===== src/rtl/seatbelt_alarm_driver.sv =====
// seatbelt_alarm_driver: turns the level seatbelt warning into a timed LED/chime alert
// Sequence: IDLE -> DELAY (grace) -> FLASH (blinking LED) -> CHIME (blinking LED + buzzer) -> HOLD (solid LED).
// Ports: clk, rst (async, active high), warn (key on & belt open),
//        led, chime, alarm_active, state_o (0 idle, 1 delay, 2 flash/chime/hold), all registered.
// Optional macro WARN_FILTER_EN: warn must hold a new level for FILT_CYC samples before the FSM sees it.
module seatbelt_alarm_driver #(
  parameter int GRACE_CYC = 16,
  parameter int HALF_CYC  = 4,
  parameter int FLASH_CYC = 32,
  parameter int CHIME_CYC = 64,
  parameter int FILT_CYC  = 3
) (
  input  logic       clk,
  input  logic       rst,
  input  logic       warn,
  output logic       led,
  output logic       chime,
  output logic       alarm_active,
  output logic [1:0] state_o
);
  localparam int M1 = GRACE_CYC > HALF_CYC ? GRACE_CYC : HALF_CYC;
  localparam int M2 = FLASH_CYC > CHIME_CYC ? FLASH_CYC : CHIME_CYC;
  localparam int M3 = M1 > M2 ? M1 : M2;
  localparam int MAXP = M3 > FILT_CYC ? M3 : FILT_CYC;
  localparam int W = $clog2(MAXP + 1) + 1;
  localparam logic [W-1:0] G = W'(GRACE_CYC);
  localparam logic [W-1:0] H = W'(HALF_CYC);
  localparam logic [W-1:0] F = W'(FLASH_CYC);
  localparam logic [W-1:0] C = W'(CHIME_CYC);
  typedef enum logic [2:0] {IDLE, DELAY, FLASH, CHIME, HOLD} state_t;
  state_t state, state_n;
  logic [W-1:0] cnt, cnt_n, cnt_inc, tog, tog_n, tog_inc, tog_t;
  logic led_n, chime_n, led_t, w;
`ifdef WARN_FILTER_EN
  localparam logic [W-1:0] FL = W'(FILT_CYC);
  logic [W-1:0] fcnt, fcnt_inc;
  assign fcnt_inc = &fcnt ? fcnt : fcnt + 1'b1;
  // fcnt counts consecutive samples disagreeing with the filtered level
  always_ff @(posedge clk or posedge rst)
    if (rst) begin
      w <= 1'b0;
      fcnt <= '0;
    end else if (warn == w) fcnt <= '0;
    else if (fcnt_inc >= FL) begin
      w <= warn;
      fcnt <= '0;
    end else fcnt <= fcnt_inc;
`else
  assign w = warn;
`endif
  assign cnt_inc = &cnt ? cnt : cnt + 1'b1;
  assign tog_inc = &tog ? tog : tog + 1'b1;
  assign led_t = tog_inc >= H ? ~led : led;
  assign tog_t = tog_inc >= H ? '0 : tog_inc;
  always_comb begin
    state_n = state;
    cnt_n = cnt;
    tog_n = tog;
    led_n = led;
    chime_n = 1'b0;
    if (!w) begin
      state_n = IDLE;
      cnt_n = '0;
      tog_n = '0;
      led_n = 1'b0;
    end else
      case (state)
        IDLE: begin
          state_n = DELAY;
          cnt_n = '0;
        end
        // cnt_inc >= G also covers GRACE_CYC=0 with a single DELAY cycle
        DELAY:
          if (cnt_inc >= G) begin
            state_n = FLASH;
            cnt_n = '0;
            tog_n = '0;
            led_n = 1'b1;
          end else cnt_n = cnt_inc;
        FLASH: begin
          led_n = led_t;
          tog_n = tog_t;
          if (cnt_inc >= F) begin
            state_n = CHIME;
            cnt_n = '0;
            chime_n = led_t;
          end else cnt_n = cnt_inc;
        end
        // buzzer follows the LED value being registered this edge
        CHIME:
          if (cnt_inc >= C) begin
            state_n = HOLD;
            cnt_n = '0;
            tog_n = '0;
            led_n = 1'b1;
          end else begin
            cnt_n = cnt_inc;
            led_n = led_t;
            tog_n = tog_t;
            chime_n = led_t;
          end
        default: led_n = 1'b1;
      endcase
  end
  always_ff @(posedge clk or posedge rst)
    if (rst) begin
      state <= IDLE;
      cnt <= '0;
      tog <= '0;
      led <= 1'b0;
      chime <= 1'b0;
      alarm_active <= 1'b0;
      state_o <= 2'd0;
    end else begin
      state <= state_n;
      cnt <= cnt_n;
      tog <= tog_n;
      led <= led_n;
      chime <= chime_n;
      alarm_active <= state_n != IDLE && state_n != DELAY;
      state_o <= state_n == IDLE ? 2'd0 : state_n == DELAY ? 2'd1 : 2'd2;
    end
endmodule


===== config.mk =====
export PLATFORM = sky130hd
export DESIGN_NAME = seatbelt_alarm_driver
export DESIGN_NICKNAME = d
export VERILOG_FILES = /design/src/rtl/seatbelt_alarm_driver.sv
export SDC_FILE = /design/constraint.sdc
export NUM_CORES = 1
export LEC_CHECK = 0
export BUFFER_PORTS_ARGS = -buffer_cell sky130_fd_sc_hd__buf_2
export CAP_MARGIN = 10
export CORE_ASPECT_RATIO = 1.2
export CORE_MARGIN = 1
export CORE_UTILIZATION = 41
export CTS_CLUSTER_SIZE = 20
export DETAILED_ROUTE_END_ITERATION = 6
export HOLD_SLACK_MARGIN = 0.03
export PLACE_DENSITY = 0.61
export SLEW_MARGIN = 20
export SYNTH_ARGS = -nofsm -noshare
export SYNTH_HDL_FRONTEND = slang
export SYNTH_SLANG_ARGS = --single-unit

===== constraint.sdc =====
create_clock -name clk -period 2.1 [get_ports clk]
set_input_delay 0.105 -clock clk [delete_from_list [all_inputs] [get_ports clk]]
set_output_delay 0.105 -clock clk [all_outputs]
set_load 0.005 [all_outputs]

# After elaboration in Yosys (flattened, before gate mapping)
# Index checks and enable logic that the tools add are counted.
[classes] addsub=2 n_lt_le_gt_ge=4 n_eq_ne=9 mux=28 bitwise=1 reduce_logical=8
[ops] operator="$mux W8" n=10
[ops] operator="$pmux W8 S4" n=1
[ops] operator="$pmux W8 S3" n=1
[ops] operator="$add A8 B1 Y8 const B" n=2
[ops] operator="$reduce_and A8 Y1" n=2
[ops] operator="$mux W3" n=4
[ops] operator="$pmux W3 S4" n=1
[ops] operator="$ge A8 B3 Y1 const B" n=1
[ops] operator="$ge A8 B5 Y1 const B" n=1
[ops] operator="$ge A8 B6 Y1 const B" n=1
[ops] operator="$ge A8 B7 Y1 const B" n=1
[ops] operator="$mux W1" n=7
[ops] operator="$eq A3 B1 Y1 const B" n=2
[ops] operator="$eq A3 B2 Y1 const B" n=2
[ops] operator="$logic_not A3 Y1" n=2
[ops] operator="$ne A5 B1 Y1 const B" n=1
[ops] operator="$mux W2" n=2
[ops] operator="$ne A4 B1 Y1 const B" n=1
[ops] operator="$pmux W1 S4" n=1
[ops] operator="$reduce_and A2 Y1" n=2
[ops] operator="$ne A3 B1 Y1 const B" n=1
[ops] operator="$ne A3 B3 Y1 const B" n=1
[ops] operator="$reduce_bool A3 Y1" n=1
[ops] operator="$ne A2 B2 Y1 const B" n=1
[ops] operator="other kinds (3)" n=3
[word_totals] regBits=24 input_bits=3 word_cells=59

# Longest topological paths before layout
# Gate-level depths: netlist of run 1.
[depth] ltp_word=9 mapped_depth=7

# Least setup slack after synthesis of run 1
# Ideal clock, no wire load.
[synth_timing] kind="flip-flop to flip-flop" from="register cnt[0]" to="register led" setup_time_ns=0.127 arrival_time_ns=1.928 required_ns=1.973 path_slack_ns=0.045 path_stages_with_launch=8 n_path_buf=0 period_less_slack_ns=2.055 cell_sequence="dfrtp_1 ha_1 or4b_1 or3_4 a21oi_2 nor2_2 o41ai_2 nor3_1"
[synth_between] elab_chain_len=6
[synth_rtl] item="start: declaration" line="32" source="logic [W-1:0] cnt, cnt_n, cnt_inc, tog, tog_n, tog_inc, tog_t;"
[synth_rtl] item="start signal: assignment" line="116" source="cnt <= cnt_n;"
[synth_rtl] item="$add A8 B1 Y8 / $reduce_and A8 Y1 (equally long branches)" line="51" source="assign cnt_inc = &cnt ? cnt : cnt + 1'b1;"
[synth_rtl] item="$mux W8 *" line="51"
[synth_rtl] item="$ge A8 B7 Y1" line="91" source="if (cnt_inc >= C) begin"
[synth_rtl] item="$mux W1" line="91"
[synth_rtl] item="$pmux W1 S4" line="67" source="case (state)"
[synth_rtl] item="$mux W1" line="61" source="if (!w) begin"
[synth_rtl] item="end signal: assignment" line="118" source="led <= led_n;"
[synth_rtl] item="end: declaration" line="16" source="output logic led,"
# Every way passes the cells marked *; elsewhere a longest branch is shown, timed or not.
# A chain may end at the register's enable or synchronous reset.

# Worst setup path in the final report of run 1
[layout_timing] from="register cnt[0]" to="register cnt[5]"
[layout_between] elab_chain_len=6
[layout_rtl] item="$add A8 B1 Y8 / $reduce_and A8 Y1 (equally long branches)" line="51"
[layout_rtl] item="$mux W8 *" line="51"
[layout_rtl] item="$ge A8 B7 Y1, or another cell as far along" line="91"
[layout_rtl] item="$mux W8, on equally long branches" line="91, 74, 83"
[layout_rtl] item="$pmux W8 S4 *" line="67"
[layout_rtl] item="$mux W8 *" line="61"
# Marked as above.

==> results of run 1 <==
[cells by family after synthesis]
group / count (synthesis) / synth area share (%)
XOR/XNOR: 3 / 2.04
flip-flops: 23 / 44.7
AO/OA/AOI/OAI: 31 / 18.8
AND/OR/NAND/NOR: 64 / 27.6
buffers and inverters: 10 / 3.30
adder cells (fa/ha/maj): 2 / 1.94
multiplexers: 2 / 1.65
[power groups by stage]
stage | registers, mW | logic, mW | clock network (mW)
after floorplan | 0.457 | 0.0237 | 0
after global placement | 0.457 | 0.0346 | 0
after detailed placement | 0.457 | 0.0350 | 0
after CTS | 0.449 | 0.0373 | 0.220
after global routing | 0.449 | 0.0440 | 0.241
final | 0.449 | 0.0390 | 0.206
[routing by layer]
| metal | global-route usage [%] | share of wire [%] | vias to the layer above |
|---|---|---|---|
| met4 | 5.92 | 1.2 | 0 |
| met1 | 23.5 | 47 | 507 |
| met5 | 0 | 0 | - |
| li1 | - | - | 509 |
| met3 | 2.90 | 2.4 | 4 |
| met2 | 29.3 | 50 | 18 |
[layout by cell type (no fill, tap or decap), drive strengths merged, types with 2 or more instances in the layout]
master | netlist | layout
a21boi | 2 | 2
a21oi | 6 | 6
a31oi | 4 | 4
and2 | 9 | 9
and3 | 4 | 4
buf | 3 | 13
clkbuf | 2 | 4
dfrtp | 23 | 23
ha | 2 | 2
inv | 5 | 5
nand2 | 19 | 19
nand3 | 7 | 7
nand4 | 2 | 2
nor2 | 9 | 9
nor2b | 3 | 3
nor3 | 3 | 3
o21ai | 5 | 5
o22ai | 2 | 2
o311a | 2 | 2
or3 | 3 | 3
xnor2 | 2 | 2
[area by class of cell]
cell class	instances	area [um^2]
Clock buffer	4	26.3
Fill cell	275	1420
Multi-Input combinational cell	102	716
Tap cell	34	42.5
Timing Repair Buffer	14	90.1
Inverter	5	18.8
Sequential cell	23	576
[worst paths after layout]
path	startpoint	slack (ps)	to	depth (start not counted)
min in group asynchronous	rst	500	tog[5]$_DFFE_PP0P_	3
setup reg to reg	cnt[0]$_DFFE_PP0P_	20	cnt[5]$_DFFE_PP0P_	8
setup / recovery	cnt[0]$_DFFE_PP0P_	20	cnt[5]$_DFFE_PP0P_	8
hold / removal	warn	100	led$_DFFE_PP0P_	3
hold reg to reg	tog[7]$_DFFE_PP0P_	530	tog[7]$_DFFE_PP0P_	1
max in group asynchronous	rst	1070	chime$_DFF_PP0_	3
[per-stage QoR]
stage / power (mW) / cell area [um^2]
floorplan: 0.481 / 1290
detailed placement: 0.492 / 1370
finish: 0.693 / 1470
global route: 0.734 / 1470
global placement: 0.492 / 1370
CTS: 0.706 / 1420
[registers in the layout, summed over array words and instances (netlist names)]
| signal | flops |
|---|---|
| state_o | 1 |
| chime | 1 |
| alarm_active | 1 |
| tog | 8 |
| state | 3 |
| led | 1 |
| cnt | 8 |
[tightest hold or removal path, cell delays in order]
cell and delay [ps]:
buf_2 170, o41ai_2 70, nor3_1 40
[what timing repair did]
item	4_1_cts	5_1_grt
hold buffers	1	0
endpoints found under the setup margin	13	18
setup buffers	1	2
resized for setup	3	13
pin swaps	1	10
hold endpoints to repair	23	0
cloned	0	0
==> qor.csv, run 1 <==
stage,metric,value,unit
outcome,outcome,"finished, final reports clean",
floorplan,initial_utilization,44.6,%
sta,finalHoldViolations,0,
logic_synthesis,synth_common_cells,"23 x dfrtp_1, 18 x nand2_1, 8 x nor2_1",
sta,whs,103,ps
logic_synthesis,yosysUniqueCellTypes,50,
sta,post-route-min-period,2080,ps
sta,worstMarginPinSlew,857,ps
sta,timing.setup.tns,0,ps
power,power_leakage,0.668,nW
logic_synthesis,synth_cells,135,
floorplan,die_h,63.4,um
route,viasPerCell,5.70,
global_route,grt_start_max_net_pins,24,
clock_network,tritoncts,done,
sta,finalSetupViolCount,0,
setup_path,critPathRequiredTime,2350,ps
power,seq_power_share,64.7,%
logic_synthesis,synthFlopType,dfrtp_1,
logic_synthesis,ys_seq_area_share,44.7,%
sta,worst_slack,15.0,ps
power,combPwrFrac,5.6,%
logic_synthesis,syn_nets,140,
logic_synthesis,synth_async_sr_flop_share,100,%
floorplan,core.rowCount,21,
route,first_pass_iters,4,
min_path,hp-class,in2reg,
floorplan,die_w,53.2,um
sta,fmax,0.480,GHz
power,irDropWorstVdd,0.404,mV
layout,diodes,0,
route,drt-initial-drc-count,20,
run,cap_violations,0,
setup_path,cp_max_fo,5,
power,p_int,0.534,mW
setup_path,setup.worst_path.end_class,register,
clock_network,insertion_delay,310,ps
route,dr_total_vias,1038,
placement,dpl.hpwl,1.78,mm
layout,nNetsFinal,154,
clock_network,cts-htree-levels,1,
logic_synthesis,yosysWarnings,0,
power,p_per_area,472,mW/mm^2
setup_path,slowest_delay,460,ps
route,drt-total-wl,2.51,mm
logic_synthesis,synth_top_area_share,44.7,%
global_route,gr-usage-all-layers,17.9,%
clock_network,numCtsBuffers,3,
placement,port_buffers,7,
logic_synthesis,synth_area,0.00129,mm^2
setup_path,criticalPathCategory,reg2reg,
global_route,grt_pass1_wl,4.50,mm
sta,skew,3.14,ps
floorplan,fp.dieArea,0.00337,mm^2
logic_synthesis,synth.largest_area_cell,dfrtp_1,
route,ant_nets,0,
logic_synthesis,synth_edf_count,0,
sta,rsz0062_at_grt,true,
layout,syn_to_final_growth,14.0,%
placement,gp_congestion,0.807,
sta,report.final.slew_viol_count,0,
layout,finish.utilization,50.8,%
logic_synthesis,ys_ff_latch,23,
power,p_sw_share,23.0,%
logic_synthesis,netlist_top_cells_area,"dfrtp_1 45%, nand2_1 5.2%, and2_2 3.5%, nand3_1 2.7%, nor2_1 2.3%",
global_route,antenna_found_initial,0,
setup_path,crit_buf_inv,1,
setup_path,arrival,2330,ps
logic_synthesis,postSynthAreaPerCell,9.55,um^2
sta,relSlewSlack,42.8,%
clock_network,cts.clk_slew.worst_paths,130,ps
global_route,grt_pass1_vias,1028,
floorplan,pin_count,8,
placement,placedCellCount,174,
clock_network,cts-root-buf,clkbuf_4,
power,p_clk_share,29.7,%
setup_path,slowest_stage,or4b_1,
logic_synthesis,yosysMostFrequentCell,dfrtp_1,
clock_network,cts_sinks,23,
layout,stdcell_count,182,
global_route,grt-ovfl-total,0,
layout,final_layout_size_suffix_gt1_share,27.7,%
clock_network,cts_max_path_buffers,2,
setup_path,cp_top_family,simple AND/OR/NAND/NOR gates,
sta,post-route-period-util,99.3,%
route,drc,0,
route,wl_per_cell,13.8,um
placement,pre_cts_ws,-32.9,ps
setup_path,worstPathCellList,"ha_2, or4b_1, or3_4, nand2_2, a32o_2, buf_4, a31oi_1, nor2_1",
power,switchingPower,0.159,mW
setup_path,start_kind,register,
floorplan,core_area,0.00289,mm^2
Power figures use the tool's default switching activity.
==> run 2: changes to the inputs <==
Settings changed: PLACE_DENSITY 0.61 to 0.59.
Clock period 2.1 ns to 2 ns, I/O delays scaled along.
==> qor.csv, run 2 (synthesis gave the netlist of run 1 again) <==
stage,metric,value,unit
layout,final_common_cell,dfrtp_1,
sta,timing.setup.tns,-501,ps
placement,port_buffers,7,
floorplan,fp.dieArea,0.00337,mm^2
route,drt-initial-drc-count,17,
floorplan,die_h,63.4,um
floorplan,die_w,53.2,um
route,drt-total-wl,2.50,mm
placement,place_area,0.00143,mm^2
route,viasPerCell,5.49,
global_route,grt-ovfl-total,0,
layout,stdcell_area,0.00149,mm^2
layout,syn_to_final_growth,15.5,%
clock_network,cts-root-buf,clkbuf_4,
sta,worst_slack,-71.3,ps
power,power_leakage,0.689,nW
setup_path,reg2reg_depth,7,
power,combPwrFrac,5.8,%
sta,finalHoldViolations,0,
min_path,hp-class,in2reg,
sta,finalSetupViolCount,14,
sta,post-route-period-util,104,%
power,switchingPower,0.162,mW
outcome,outcome,finished with violations,
min_path,holdPathStages,3,
setup_path,critPathRequiredTime,2190,ps
layout,seqCellArea,576,um^2
sta,fmax,0.483,GHz
floorplan,pin_count,8,
floorplan,core.rowCount,21,
setup_path,slowest_delay,460,ps
clock_network,insertion_delay,310,ps
route,drc,0,
layout,diodes,0,
setup_path,start_kind,register,
placement,gp_congestion,0.801,
setup_path,criticalPathCategory,reg2reg,
floorplan,core_area,0.00289,mm^2
power,power,0.724,mW
power,p_int,0.562,mW
layout,multiInputGateArea,706,um^2
sta,worstMarginPinSlew,361,ps
floorplan,initial_utilization,44.6,%
route,first_pass_iters,4,
clock_network,cts_sinks,23,
sta,relSlewSlack,75.9,%
power,p_sw_share,22.4,%
sta,rsz0062_at_grt,true,
clock_network,cts.clk_slew.worst_paths,130,ps
global_route,gr-usage-all-layers,17.8,%
clock_network,cts_max_path_buffers,2,
setup_path,slowest_stage,or4b_1,
layout,fillCellCount,275,
power,p_clk_share,29.2,%
layout,stdcell_count,186,
clock_network,numCtsBuffers,3,
route,dr_total_vias,1022,
setup_path,worstPathCellList,"ha_2, or4b_1, or3_4, a21oi_4, nor2_2, o41ai_2, nor3_1",
setup_path,arrival,2260,ps
setup_path,setup.worst_path.end_class,register,
power,seq_power_share,65.1,%
run,cap_violations,0,
route,wl_per_cell,13.5,um
layout,final_layout_size_suffix_gt1_share,28.3,%
power,p_per_area,486,mW/mm^2
placement,pre_cts_ws,-66.0,ps
layout,top_regs,"cnt (8), tog (8), state (3)",
setup_path,cp_max_fo,3,
clock_network,tritoncts,done,
power,irDropWorstVdd,0.326,mV
clock_network,post-cts-setup-buffers,0,
route,ant_nets,0,
clock_network,cts-htree-levels,1,
layout,nNetsFinal,158,
global_route,grt_pass1_wl,4.43,mm
layout,mostFrequentLayoutCells,"23 x dfrtp_1, 18 x nand2_1, 10 x buf_4, 8 x nor2_1",
sta,skew,12.9,ps
placement,dpl.hpwl,1.88,mm
sta,post-route-min-period,2070,ps
global_route,grt_start_max_net_pins,24,
outcome,violations,setup timing,
placement,placedCellCount,181,
global_route,grt_pass1_vias,1090,
sta,report.final.slew_viol_count,0,
global_route,antenna_found_initial,0,
[run 2: cell types whose count changed in the layout (fill, tap and decap cells not counted), sizes merged]
cell / delta
buf: +4
[run 2: path summary, 6_finish.rpt]
| path | from | endpoint | slack, ps |
|---|---|---|---|
| min | warn | led$_DFFE_PP0P_ | 110 |
| max in group asynchronous | rst | state[1]$_DFF_PP0_ | 1400 |
| max reg2reg | cnt[0]$_DFFE_PP0P_ | led$_DFFE_PP0P_ | -70 |
| max | cnt[0]$_DFFE_PP0P_ | led$_DFFE_PP0P_ | -70 |
| min in group asynchronous | rst | tog[6]$_DFFE_PP0P_ | 350 |
| min reg2reg | tog[7]$_DFFE_PP0P_ | tog[7]$_DFFE_PP0P_ | 520 |
[run 2: metrics by stage]
stage | utilization (%) | hold slack [ps]
finish | 51.5 | 112
CTS | 51.4 | 101
global placement | 49.4 | 152
global route | 51.5 | 106
detailed placement | 49.4 | 163
floorplan | - | 102
[run 2: power groups by stage]
stage               Clock (mW)  Combinational [mW]  Sequential (mW)
detailed placement           0              0.0405            0.480
floorplan                    0              0.0249            0.480
global route             0.239              0.0475            0.471
finish                   0.211              0.0419            0.471
global placement             0              0.0393            0.480
CTS                      0.221              0.0431            0.471
[run 2: area by class of cell]
| type | instances | share of cell area, % |
|---|---|---|
| timing repair buffer | 18 | 8.07 |
| multi-input combinational | 102 | 47.4 |
| sequential | 23 | 38.7 |
| inverter | 5 | 1.26 |
| tap | 34 | 2.86 |
| clock buffer | 4 | 1.76 |
[run 2: routing by layer]
layer | up-vias | GRT usage (%) | wire [um]
met1 | 485 | 20.2 | 1110
met5 | - | 0 | 0
li1 | 517 | - | -
met2 | 14 | 31.3 | 1310
met3 | 6 | 3.14 | 53
met4 | 0 | 7.89 | 35
[run 2: repair_timing]
item | in CTS | in global routing
gates cloned | 0 | 0
hold buffers | 1 | 0
endpoints found under the setup margin | 15 | 19
hold endpoints to repair | 23 | 0
resized for setup | 9 | 1
pin swaps | 8 | 0
[run 2: worst max-delay path, delay by kind of cell, from the launching register on]
| kind | cells | cell delay (ps) |
|---|---|---|
| simple gates | 4 | 980 |
| flops | 1 | 410 |
| compound gates | 2 | 370 |
| fa+ha+maj | 1 | 200 |
==> run 3: changes to the inputs <==
Settings changed: BUFFER_PORTS_ARGS -buffer_cell sky130_fd_sc_hd__buf_2 to -buffer_cell sky130_fd_sc_hd__buf_4, CORE_MARGIN 1 to 1.5.
==> qor.csv, run 3 (synthesis gave the netlist of run 1 again) <==
stage,metric,value,unit
outcome,outcome,finished with violations,
outcome,violations,setup timing,
sta,worstMarginPinSlew,383,ps
layout,diodes,0,
setup_path,setup.worst_path.end_class,register,
route,drc,0,
layout,fillCellCount,299,
global_route,gr-usage-all-layers,18.0,%
min_path,hp-class,in2reg,
setup_path,arrival,2350,ps
layout,final_common_cell,dfrtp_1,
floorplan,pin_count,8,
clock_network,cts_sinks,23,
power,irDropWorstVdd,0.456,mV
placement,gp_congestion,0.791,
placement,place_area,0.00144,mm^2
global_route,grt_start_max_net_pins,24,
sta,report.final.slew_viol_count,0,
min_path,holdPathStages,3,
sta,skew,5.92,ps
sta,fmax,0.480,GHz
setup_path,start_kind,register,
floorplan,fp.dieArea,0.00349,mm^2
clock_network,numCtsBuffers,3,
placement,dpl.hpwl,1.84,mm
global_route,grt-ovfl-total,0,
floorplan,core.rowCount,22,
global_route,grt_pass1_vias,1015,
route,drt-initial-drc-count,34,
route,wl_per_cell,13.8,um
layout,mostFrequentLayoutCells,"23 x dfrtp_1, 18 x nand2_1, 18 x buf_4, 8 x nor2_1, 7 x nand3_1",
clock_network,cts.clk_slew.worst_paths,140,ps
clock_network,cts-htree-levels,1,
sta,finalHoldViolations,0,
clock_network,cts-root-buf,clkbuf_4,
setup_path,reg2reg_depth,6,
route,dr_total_vias,1030,
power,power,0.741,mW
clock_network,cts_max_path_buffers,2,
sta,worst_slack,-81.9,ps
layout,nNetsFinal,159,
floorplan,die_h,64.4,um
sta,post-route-period-util,104,%
setup_path,criticalPathCategory,reg2reg,
layout,syn_to_final_growth,18.0,%
layout,final_layout_size_suffix_gt1_share,29.4,%
route,first_pass_iters,4,
floorplan,die_w,54.2,um
route,viasPerCell,5.45,
layout,top_regs,"cnt (8), tog (8), state (3)",
setup_path,cp_max_fo,8,
layout,finish.utilization,50.2,%
layout,stdcell_area,0.00152,mm^2
power,power_leakage,0.698,nW
placement,port_buffers,7,
sta,rsz0062_at_grt,true,
setup_path,critPathRequiredTime,2270,ps
power,p_per_area,487,mW/mm^2
floorplan,core_area,0.00303,mm^2
sta,finalSetupViolCount,15,
floorplan,initial_utilization,42.6,%
sta,relSlewSlack,74.4,%
route,ant_nets,0,
sta,post-route-min-period,2080,ps
run,cap_violations,0,
sta,whs,59.3,ps
clock_network,tritoncts,done,
global_route,antenna_found_initial,0,
route,drt-total-wl,2.60,mm
clock_network,insertion_delay,320,ps
global_route,grt_pass1_wl,4.63,mm
[run 3: critical path, stage by stage (launching register included)]
cell and delay, ps:
dfrtp_1 420, ha_2 200, or4b_1 460, or3_4 370, a21oi_4 160, o311a_4 270
mux2_4 150
[run 3: repair_timing]
action                                 in CTS  in global routing
buffers inserted                            1                  1
pin swaps                                   6                  2
endpoints found under the hold margin      23                  0
hold buffers                                1                  0
gates resized for setup                     7                  5
setup endpoints to repair                  17                 19
[run 3: worst paths after layout]
path                                    start                 end  slack (ps)
setup / recovery           cnt[0]$_DFFE_PP0P_  tog[0]$_DFFE_PP0P_         -80
hold reg to reg            tog[7]$_DFFE_PP0P_  tog[7]$_DFFE_PP0P_         520
hold / removal                           warn     led$_DFFE_PP0P_          60
max in group asynchronous                 rst     led$_DFFE_PP0P_        1400
min in group asynchronous                 rst  cnt[0]$_DFFE_PP0P_         370
setup reg to reg           cnt[0]$_DFFE_PP0P_  tog[0]$_DFFE_PP0P_         -80
[run 3: area by class of cell]
class | count | area [um^2] | area share (%)
tap | 36 | 45.0 | 2.96
inverter | 5 | 18.8 | 1.23
sequential | 23 | 576 | 37.9
timing repair buffer | 19 | 145 | 9.55
clock buffer | 3 | 22.5 | 1.48
clock inverter | 1 | 5.00 | 0.329
multi-input combinational | 102 | 708 | 46.6
[run 3: through the flow]
stage	TNS (ps)	worst slack, ps	std cells
after floorplan	0	11.5	135
after global placement	-80.5	-37.6	182
after detailed placement	-258	-70.1	182
final	-898	-81.9	189
after global routing	-1910	-153	189
after CTS	-781	-68.8	188
[run 3: report_power, final]
| group | switching (mW) | internal (mW) |
|---|---|---|
| sequential | 0.00314 | 0.468 |
| clock | 0.150 | 0.0748 |
| combinational | 0.0264 | 0.0188 |
[run 3: routing by layer]
layer	vias to the layer above	share of wire [%]	track usage [%]	wire length [um]
met5	-	0	0	0
met4	0	1.9	7.50	50
met3	4	1.2	2.76	30
met2	6	50	29.8	1310
met1	501	47	22.7	1210
li1	519	-	-	-
